==> config.mk <==
export PLATFORM = sky130hd
export DESIGN_NAME = opti_mult_pipe
export DESIGN_NICKNAME = d
export VERILOG_FILES = /design/src/rtl/opti_mult_pipe.sv
export SDC_FILE = /design/constraint.sdc
export NUM_CORES = 1
export LEC_CHECK = 0
export CORE_AREA = 2 2 191 193
export DETAILED_ROUTE_END_ITERATION = 16
export DIE_AREA = 0 0 193 195
export PLACE_DENSITY = 0.51
export SLEW_MARGIN = 20
export SYNTH_ARGS = -nofsm -noshare
export SYNTH_HDL_FRONTEND = slang
export SYNTH_SLANG_ARGS = --single-unit
export TNS_END_PERCENT = 1
==> constraint.sdc <==
create_clock -name clk -period 24.9 [get_ports clk]
set_clock_uncertainty 0.2 [all_clocks]
set_input_delay 6.225 -clock clk [delete_from_list [all_inputs] [get_ports clk]]
set_output_delay 6.225 -clock clk [all_outputs]
set_load 0.03 [all_outputs]
==> src/rtl/opti_mult_pipe.sv <==
// Pipelined signed multiplier with optional round/shift scaling and saturating or wrapping narrowing.
// Every stage advances together under a single enable, so stalls ripple back to in_ready combinationally.
module opti_mult_pipe #(
  parameter int A_W    = 16,
  parameter int B_W    = 16,
  parameter int OUT_W  = 32,
  parameter int SHIFT  = 0,
  parameter int ROUND  = 0,
  parameter int SAT    = 1,
  parameter int STAGES = 2
) (
  input  logic               clk,
  input  logic               rst_n,
  input  logic               in_valid,
  output logic               in_ready,
  input  logic [A_W-1:0]     a,
  input  logic [B_W-1:0]     b,
  output logic               out_valid,
  input  logic               out_ready,
  output logic [OUT_W-1:0]   p,
  output logic               ovf,
  output logic               ovf_sticky,
  input  logic               clr,
  output logic               busy
);

  localparam int P_W      = A_W + B_W;
  localparam int SHIFT_M1 = (SHIFT > 0) ? SHIFT - 1 : 0;
  localparam logic signed [P_W:0] RND_ADD =
    ((ROUND != 0) && (SHIFT > 0)) ? ((P_W+1)'(1) << SHIFT_M1) : '0;
  // One guard bit above the product keeps the rounding add from overflowing.
  localparam logic signed [P_W:0] MAX_V = {{(P_W-OUT_W+2){1'b0}}, {(OUT_W-1){1'b1}}};
  localparam logic signed [P_W:0] MIN_V = {{(P_W-OUT_W+2){1'b1}}, {(OUT_W-1){1'b0}}};

  logic signed [P_W-1:0] prod;
  logic signed [P_W:0]   rounded;
  logic signed [P_W:0]   shifted;
  logic                  over;
  logic                  under;
  logic [OUT_W-1:0]      p_next;
  logic                  ovf_next;
  logic                  adv;

  logic [STAGES-1:0]     stg_valid;
  logic [STAGES-1:0]     stg_ovf;
  logic [OUT_W-1:0]      stg_p [STAGES];

  assign prod    = P_W'($signed(a)) * P_W'($signed(b));
  assign rounded = {prod[P_W-1], prod} + RND_ADD;
  assign shifted = rounded >>> SHIFT;
  assign over    = shifted > MAX_V;
  assign under   = shifted < MIN_V;

  always_comb begin
    p_next   = shifted[OUT_W-1:0];
    ovf_next = over | under;
    if (SAT != 0) begin
      if (over) begin
        p_next = MAX_V[OUT_W-1:0];
      end else if (under) begin
        p_next = MIN_V[OUT_W-1:0];
      end
    end
  end

  // Handshake: a transfer happens on a rising edge where valid & ready are both high;
  // the pipeline moves whenever the output slot is empty or being consumed.
  assign adv      = out_ready | ~out_valid;
  assign in_ready = adv;

  always_ff @(posedge clk) begin
    if (!rst_n) begin
      stg_valid  <= '0;
      stg_ovf    <= '0;
      ovf_sticky <= 1'b0;
      for (int i = 0; i < STAGES; i++) begin
        stg_p[i] <= '0;
      end
    end else begin
      if (adv) begin
        stg_valid[0] <= in_valid;
        stg_p[0]     <= p_next;
        stg_ovf[0]   <= ovf_next;
        for (int i = 1; i < STAGES; i++) begin
          stg_valid[i] <= stg_valid[i-1];
          stg_p[i]     <= stg_p[i-1];
          stg_ovf[i]   <= stg_ovf[i-1];
        end
      end
      if (clr) begin
        ovf_sticky <= 1'b0;
      end else if (out_valid && out_ready && ovf) begin
        ovf_sticky <= 1'b1;
      end
    end
  end

  assign out_valid = stg_valid[STAGES-1];
  assign p         = stg_p[STAGES-1];
  assign ovf       = stg_ovf[STAGES-1];
  assign busy      = |stg_valid;

endmodule

==> impl_metrics.tcl <==
set metrics [dict create \
    track_usage_pct 15.2 \
    top_layer "met4" \
    critPathMaxStageDelay_ns 0.64 \
    syn_area_per_cell_sq_um 9.82 \
    path_buf_inv 4 \
    postCtsSetupBuffers 0 \
    grt_pass1_vias 8918 \
    overflow 0 \
    status "complete, no violations" \
    synth_top_cell_by_area "fa_1" \
    clk_pin_slew_ns 0.05 \
    initial_utilization_pct 35.9 \
    timing.final.ws_setup_ns 10.53 \
    routed-via-count 8417 \
    synth_fp_nets 1674 \
    hold_path_depth 2 \
    drtIter0Drc 453 \
    grt_pass1_wl_mm 45.5 \
    drive_above_1_share_pct 1.99 \
    areaGrowthSynthToFinish_pct 9.60 \
    cap_violations 0 \
    clock_latency_ns 0.33 \
    wl_met2_mm 14.8 \
    critPathLaunchType "input pin" \
    fmax_mhz 69.6 \
    ys_seq_area_share_pct 15.9 \
    synth_ff_type "edfxtp_1" \
    detailedPlace.worstSlack_ns 10.52 \
    wl_met3_um 570 \
    finalSetupTns_ns 0 \
    yosys-top-cells-area "fa_1 (41%), edfxtp_1 (15%), inv_1 (8.5%)" \
    path_delay_family "buffers and inverters" \
    diodes 0 \
    synth-compound-area-share_pct 5.11 \
    ctsHoldBuffers 0 \
    final_nets 1683 \
    synth_xor_area_share_pct 2.21 \
    path_cells "clkdlybuf4s50_1 > nor2b_1 > inv_1 > buf_4 > clkdlybuf4s50_1" \
    clock-sinks 69 \
    numPortBuffers 73 \
    vias_per_cell 4.76 \
    synth-simple-area-share_pct 15.4 \
    detailed_place_hpwl_mm 22.7 \
    synth.most_common_cell "inv_1" \
    cts_tree "yes" \
    setup_viol 0 \
    synth_edf_count 64 \
    drcViolationCount 0 \
    tightest_slew_ns 0.881 \
    wl_per_cell_um 15.5 \
    synth_top_area_share_pct 41.3 \
    min_period_over_period_pct 57.7 \
    clockRootBuffer "clkbuf_16" \
    critical_path_arrival_ns 7.94 \
    die-area_sq_um 37600 \
    path_max_fanout 40 \
    dieWidth_um 193 \
    hp-class "reg -> reg" \
    synthAdderAreaFrac_pct 49.4 \
    grt_max_degree 44 \
    netlist_instances 1293 \
    yosys-mux-area-fraction_pct 0.0788 \
    dieHeight_um 195 \
    ant_nets 0 \
    gp_congestion 0.768 \
    netlist_area_sq_um 12700 \
    rsz0062_at_grt "false" \
    min_period_ns 14.37 \
    r2r_cells 5 \
    crit_top_cell "clkdlybuf4s50_1" \
    ys_seq_elements 69 \
    drt-met1-wl_mm 11.8 \
    synth_top_family_by_area "adder cells" \
    slew_viol_final 0 \
    rows 69 \
    fp.coreArea_sq_um 35400 \
    cp_num_cells 5 \
    max_slew_margin_pct 41.1 \
    io_pins 74 \
    worstSetupPathType "in -> out" \
    postRouteWirelength_mm 27.3 \
    ys_warn_count 0 \
    synth_common_cells "inv_1 (287), fa_1 (262), nand2_1 (140)" \
    cts_made_buffers 9 \
    htreeDepth 3 \
    yosys.cell_types.count 54 \
    post_cts_resized 0 \
    antenna_found_initial 0 \
    required_ns 18.48 \
    clk_path_buf_depth 2 \
    hold_violations 0 \
    critical_path.slowest_cell "clkdlybuf4s50_1" \
    drt-pass1-iter-count 4 \
    synthArstFlopShare_pct 0 \
    crit_path_end_kind "output pin" \
]
[flip-flops by register name, indices dropped and copies added, names as in the netlist]
signal / flops
stg_ovf: 2
stg_p: 64
ovf_sticky: 1
stg_valid: 2
[routing by layer]
layer,global-route usage (%),vias to the layer above
li1,-,3901
met1,20.4,4418
met2,27.4,81
met3,1.56,17
met4,1.77,0
met5,0,-
[cell families after synthesis]
group | Yosys count
multiplexers | 1
adder cells (fa/ha/maj) | 344
XOR/XNOR | 32
AO/OA/AOI/OAI | 93
buffers and inverters | 366
flip-flops | 69
AND/OR/NAND/NOR | 388
[layout by cell type (no fill, tap or decap), types with 4 or more instances in the layout]
cell and instances:
buf_4 4, dfxtp_1 5, nand4_1 5, nor3_1 10
clkdlybuf4s50_1 73, xor2_1 12, edfxtp_1 64, o21a_1 8
and2_1 126, inv_1 287, and3_1 42, clkbuf_16 9
fa_1 262, a31oi_1 4, ha_1 82, o21ai_1 7
a21o_1 9, o21bai_1 5, nor2b_1 6, o21ai_0 7
a211oi_1 4, nand2_1 139, nor2_1 42, a21oi_1 26
xnor2_1 20, nand2b_1 8, nand3_1 4
[path summary, 6_finish.rpt]
| path | startpoint | endpoint | slack (ns) |
|---|---|---|---|
| worst max-delay path | out_ready | in_ready | 10.53 |
| worst min-delay path | stg_ovf[0]$_SDFFE_PN0N_ | stg_ovf[1]$_SDFFE_PN0N_ | 0.27 |
| worst max register to register | stg_valid[1]$_SDFFE_PN0N_ | stg_p[0][23]$_SDFFCE_PN0P_ | 22.48 |
| worst min register to register | stg_ovf[0]$_SDFFE_PN0N_ | stg_ovf[1]$_SDFFE_PN0N_ | 0.27 |
[cell type report]
class / instances / area [sq um]
clock buffer: 10 / 229
timing repair buffer: 77 / 761
clock inverter: 6 / 77.6
multi-input combinational: 858 / 9170
inverter: 287 / 1080
fill: 3565 / 21500
tap: 461 / 577
sequential: 69 / 2020
[stage by stage]
stage	hold WS (ns)	utilization, %	cell area [sq um]	std cells
floorplan	0.239	-	12700	1293
global placement	0.252	38.5	13600	1752
detailed placement	0.265	38.5	13600	1752
CTS	0.276	39.3	13900	1768
global route	0.288	39.3	13900	1768
finish	0.268	39.3	13900	1768
[worst reg2reg max path, stage by stage (launching register included)]
cell and delay [ns]:
dfxtp_1 0.36, nor2b_1 0.37, inv_1 0.07, buf_4 0.25
nand2_1 0.70, nor3_1 0.18
Power is not shown: default switching activity piles up to over one toggle a cycle in this logic, so the estimate is an artifact.
